**src/rtl/grasspopper_apb_master.sv**
```systemverilog
// APB requester for the grasspopper cipher peripheral: turns one valid/ready
// command into one SETUP/ACCESS transfer and returns data/status on a response port.
module grasspopper_apb_master #(
  parameter int ADDR_W  = 32,
  parameter int DATA_W  = 128,
  parameter int TIMEOUT = 255
) (
  input  logic                PCLK,
  input  logic                PRESETN,
  input  logic                cmd_valid,
  output logic                cmd_ready,
  input  logic                cmd_write,
  input  logic [ADDR_W-1:0]   cmd_addr,
  input  logic [DATA_W-1:0]   cmd_wdata,
  input  logic [DATA_W/8-1:0] cmd_strb,
  input  logic [2:0]          cmd_prot,
  output logic                rsp_valid,
  input  logic                rsp_ready,
  output logic [DATA_W-1:0]   rsp_rdata,
  output logic                rsp_err,
  output logic                rsp_timeout,
  output logic [ADDR_W-1:0]   PADDR,
  output logic [2:0]          PPROT,
  output logic                PSEL,
  output logic                PENABLE,
  output logic                PWRITE,
  output logic [DATA_W-1:0]   PWDATA,
  output logic [DATA_W/8-1:0] PSTRB,
  input  logic                PREADY,
  input  logic [DATA_W-1:0]   PRDATA,
  input  logic                PSLVERR
);

  localparam int STRB_W = DATA_W / 8;
  localparam int CNT_W  = (TIMEOUT > 0) ? $clog2(TIMEOUT + 1) : 1;
  localparam logic [CNT_W-1:0] CNT_LAST = (TIMEOUT > 0) ? CNT_W'(TIMEOUT - 1) : '0;

  typedef enum logic [1:0] {IDLE, SETUP, ACCESS, RESP} state_e;

  state_e              state_q, state_d;
  logic [CNT_W-1:0]    cnt_q, cnt_d;
  logic                started_q;
  logic [ADDR_W-1:0]   paddr_q, paddr_d;
  logic                pwrite_q, pwrite_d;
  logic [2:0]          pprot_q, pprot_d;
  logic [DATA_W-1:0]   pwdata_q, pwdata_d;
  logic [STRB_W-1:0]   pstrb_q, pstrb_d;
  logic [DATA_W-1:0]   rdata_q, rdata_d;
  logic                err_q, err_d;
  logic                to_q, to_d;

  // started_q keeps cmd_ready low until the first clock edge after reset release.
  always_ff @(posedge PCLK or negedge PRESETN) begin
    if (!PRESETN) begin
      state_q   <= IDLE;
      cnt_q     <= '0;
      started_q <= 1'b0;
      paddr_q   <= '0;
      pwrite_q  <= 1'b0;
      pprot_q   <= '0;
      pwdata_q  <= '0;
      pstrb_q   <= '0;
      rdata_q   <= '0;
      err_q     <= 1'b0;
      to_q      <= 1'b0;
    end else begin
      state_q   <= state_d;
      cnt_q     <= cnt_d;
      started_q <= 1'b1;
      paddr_q   <= paddr_d;
      pwrite_q  <= pwrite_d;
      pprot_q   <= pprot_d;
      pwdata_q  <= pwdata_d;
      pstrb_q   <= pstrb_d;
      rdata_q   <= rdata_d;
      err_q     <= err_d;
      to_q      <= to_d;
    end
  end

  always_comb begin
    state_d  = state_q;
    cnt_d    = cnt_q;
    paddr_d  = paddr_q;
    pwrite_d = pwrite_q;
    pprot_d  = pprot_q;
    pwdata_d = pwdata_q;
    pstrb_d  = pstrb_q;
    rdata_d  = rdata_q;
    err_d    = err_q;
    to_d     = to_q;
    case (state_q)
      IDLE: begin
        if (cmd_valid && cmd_ready) begin
          paddr_d  = cmd_addr;
          pwrite_d = cmd_write;
          pprot_d  = cmd_prot;
          pwdata_d = cmd_write ? cmd_wdata : '0;
          pstrb_d  = cmd_write ? cmd_strb : '0;
          state_d  = SETUP;
        end
      end
      SETUP: begin
        cnt_d   = '0;
        state_d = ACCESS;
      end
      ACCESS: begin
        // Completion is checked first so a late PREADY beats the timeout.
        if (PREADY) begin
          rdata_d = pwrite_q ? '0 : PRDATA;
          err_d   = PSLVERR;
          to_d    = 1'b0;
          state_d = RESP;
        end else if ((TIMEOUT > 0) && (cnt_q == CNT_LAST)) begin
          rdata_d = '0;
          err_d   = 1'b1;
          to_d    = 1'b1;
          state_d = RESP;
        end else begin
          cnt_d = cnt_q + CNT_W'(1);
        end
      end
      RESP: begin
        if (rsp_ready) state_d = IDLE;
      end
      default: state_d = IDLE;
    endcase
  end

  assign cmd_ready   = started_q && (state_q == IDLE);
  assign PSEL        = (state_q == SETUP) || (state_q == ACCESS);
  assign PENABLE     = (state_q == ACCESS);
  assign rsp_valid   = (state_q == RESP);
  assign rsp_rdata   = rdata_q;
  assign rsp_err     = err_q;
  assign rsp_timeout = to_q;
  assign PADDR       = paddr_q;
  assign PWRITE      = pwrite_q;
  assign PPROT       = pprot_q;
  assign PWDATA      = pwdata_q;
  assign PSTRB       = pstrb_q;

endmodule

```
**config.mk**
```make
export PLATFORM = sky130hd
export DESIGN_NAME = grasspopper_apb_master
export DESIGN_NICKNAME = d
export VERILOG_FILES = /design/src/rtl/grasspopper_apb_master.sv
export SDC_FILE = /design/constraint.sdc
export NUM_CORES = 1
export LEC_CHECK = 0
export BUFFER_PORTS_ARGS = -buffer_cell sky130_fd_sc_hd__buf_2
export CAP_MARGIN = 20
export CELL_PAD_IN_SITES_DETAIL_PLACEMENT = 1
export CELL_PAD_IN_SITES_GLOBAL_PLACEMENT = 1
export CORE_AREA = 2 2 245 247
export CTS_BUF_LIST = sky130_fd_sc_hd__clkbuf_8
export DETAILED_ROUTE_END_ITERATION = 10
export DIE_AREA = 0 0 247 249
export PLACE_DENSITY = 0.53
export SLEW_MARGIN = 10
export SYNTH_ARGS = -nofsm -noshare
export SYNTH_HDL_FRONTEND = slang
export SYNTH_SLANG_ARGS = --single-unit
```
**constraint.sdc**
```tcl
create_clock -name PCLK -period 4 [get_ports PCLK]
set_input_delay 0.4 -clock PCLK [delete_from_list [all_inputs] [get_ports PCLK]]
set_output_delay 0.4 -clock PCLK [all_outputs]
set_load 0.01 [all_outputs]
```
==> results.json <==
{
  "ant_nets": 0,
  "grt_setup_unrepaired": "false",
  "post-route-drc-count": 0,
  "r2r_cells": 6,
  "rrSetupSlack_ns": 1.57,
  "die_x_um": 247,
  "synth.distinct_cells": 39,
  "endpoint_kind": "primary output",
  "grt_pass1_wl_um": 80200,
  "synth_largest_area_cell": "dfrtp_1",
  "design.portCount": 628,
  "postSynthAreaPerCell_um2": 10.5,
  "grt_pass1_vias": 13800,
  "cts_made_buffers": 60,
  "coreArea_um2": 58700,
  "syn_to_final_growth_pct": 64.1,
  "vias_per_cell": 4.27,
  "maxCapViolCount": 0,
  "clock_latency_ns": 0.64,
  "hold_buffers": 297,
  "grt_usage_pct": 16.5,
  "nFillCells": 6874,
  "dr.first_iter.drc_count": 394,
  "die_y_um": 249,
  "leakagePower_nw": 10.6,
  "yosys-top-cells-area": "dfrtp_1 (63%), nand2_1 (8.8%), o21ai_0 (8.2%)",
  "power.density_nw_per_um2": 663,
  "clk_pin_slew_worst_paths_ns": 0.05,
  "clock.fmax_mhz": 370,
  "crit_end": "PENABLE",
  "synth-edff-count": 0,
  "vias": 12500,
  "post_cts_buffers": 0,
  "htreeDepth": 2,
  "synth_area_um2": 12700,
  "ir_worst_vdd_mv": 0.301,
  "cts_tree": "yes",
  "worstHoldPathCells": 3,
  "worstSetupPathType": "reg -> out",
  "cts-root-buf": "clkbuf_8",
  "initial_core_util_pct": 21.6,
  "ys_ff_latch": 321,
  "postSynthCellCount": 1208,
  "clock_sinks": 321,
  "setup_tns_ns": 0,
  "first_pass_iters": 4,
  "fin_total_pwr_mw": 13.8,
  "crit_fanout": 79,
  "final-hold-violation-count": 0,
  "start_kind": "register",
  "cp.arrival_ns": 2.30,
  "setup_viol": 0,
  "skew_ns": 0.0323,
  "gr-total-overflow": 0,
  "totalWireLength_um": 52300,
  "period_share_pct": 67.6,
  "period_minus_slack_ns": 2.70,
  "drv_slew": 0,
  "r2r-start": "state_q[0]$_DFFE_PN0P_",
  "synthArstFlopShare_pct": 100,
  "die-area_um2": 61500,
  "crit_start": "state_q[0]$_DFFE_PN0P_",
  "syn_nets": 1528,
  "worst_slew_pin_slew_ns": 0.846,
  "wl_per_cell_um": 17.8,
  "gp_congestion": 0.782,
  "dp_hpwl_um": 35300,
  "drive_gt1_share_pct": 36.0,
  "ys_warn_count": 0,
  "io_buffer_count": 627,
  "cp.required_ns": 3.60,
  "max-slew-margin-rel_pct": 43.5,
  "antenna_found_initial": 2,
  "std_cell_rows": 89,
  "seq_area_frac_synth_pct": 63.4,
  "cts.repair.resized": 0,
  "r2r_end": "cnt_q[3]$_DFFE_PN0P_",
  "outcome": "completed",
  "nets": 2441,
  "hp-class": "in -> reg",
  "cts_buffer_depth": 3,
  "yosysTopAreaCellShare_pct": 63.4,
  "grt_max_degree": 95,
  "ys.flop_type": "dfrtp_1"
}
-- how the worst min path moves through the flow --
stage                                      start                        end  slack, ns
final                                 PRDATA[85]  rsp_rdata[85]$_DFFE_PN0P_       0.07
after global routing               cmd_wdata[99]     PWDATA[99]$_DFFE_PN0P_       0.03
after CTS                         cmd_wdata[101]    PWDATA[101]$_DFFE_PN0P_     0.0002
after detailed placement  PWDATA[62]$_DFFE_PN0P_     PWDATA[62]$_DFFE_PN0P_       0.47
after global placement    PWDATA[50]$_DFFE_PN0P_     PWDATA[50]$_DFFE_PN0P_       0.46
after floorplan                          PRESETN       PADDR[0]$_DFFE_PN0P_       0.10
-- registers in the layout, indices dropped and copies added (netlist names), 2 cells and up --
register	count
cnt_q	8
state_q	2
rsp_rdata	128
PWDATA	128
PPROT	3
PSTRB	16
PADDR	32
-- critical path, cell delays in order, from the launching register on --
cell and delay (ns):
dfrtp_1 0.40, inv_1 0.12, ha_2 0.19, buf_4 0.66, buf_2 0.29
-- cell usage in the layout (no fill, tap or decap), types with 2 or more instances in the layout --
cell,count
inv_1,91
or4_1,2
dlygate4sd3_1,297
o21ai_0,207
buf_12,6
clkinv_2,5
a31oi_1,2
mux2_2,37
clkinvlp_4,2
nand2b_1,2
ha_1,5
o211ai_1,5
nand4_1,64
or3_1,2
bufinv_16,3
buf_4,17
nand3_1,10
a21oi_1,3
clkbuf_8,72
a22o_1,67
nand2_1,296
buf_2,625
dfrtp_1,321
-- layer usage --
layer | track usage (%) | wire length (um) | vias up
li1 | - | - | 5917
met1 | 18.8 | 20500 | 6108
met2 | 29.5 | 26700 | 405
met3 | 4.00 | 3240 | 109
met4 | 6.44 | 1880 | 2
met5 | 0 | 13 | -
-- metrics by stage --
step | cell area (um2) | hold WS, ns | worst slack (ns) | util, % | std cells
floorplan | 12700 | 0.104 | 2.08 | - | 1208
global placement | 16600 | 0.458 | 1.60 | 28.3 | 2535
detailed placement | 16600 | 0.465 | 1.54 | 28.3 | 2535
CTS | 20800 | 0.000163 | 1.21 | 35.4 | 2938
global route | 20800 | 0.0329 | 1.12 | 35.4 | 2939
finish | 20800 | 0.0666 | 1.30 | 35.4 | 2939
-- cells by family after synthesis --
logic type / after synthesis / synth area share (%)
multiplexers: 37 / 3.29
flip-flops: 321 / 63.4
adder cells (fa/ha/maj): 6 / 0.592
AO/OA/AOI/OAI: 290 / 13.8
AND/OR/NAND/NOR: 390 / 13.3
other: 1 / 0.0296
buffers and inverters: 163 / 5.60
-- final cells by class --
type,count,area [um2],area share [%]
Multi-Input combinational cell,724,3960,19.0
Timing Repair Buffer,946,6360,30.6
Clock inverter,34,225,1.08
Tap cell,773,967,4.65
Inverter,68,255,1.23
Antenna cell,1,2.50,0.0120
Clock buffer,72,991,4.77
Sequential cell,321,8030,38.6
-- report_power, final --
part / internal (mW) / total [mW] / switching, mW
Sequential: 4.66 / 5.44 / 0.774
Clock: 1.81 / 3.26 / 1.45
Combinational: 2.13 / 5.09 / 2.96
-- Yosys cell counts, types with 3 or more instances --
cell,count
a21oi_1,3
a22o_1,67
buf_2,39
buf_6,5
clkbuf_1,47
dfrtp_1,321
ha_1,6
inv_1,68
mux2_2,37
nand2_1,298
nand3_1,10
nand4_1,64
o211ai_1,5
o21ai_0,207
Power figures use the tool's default switching activity.
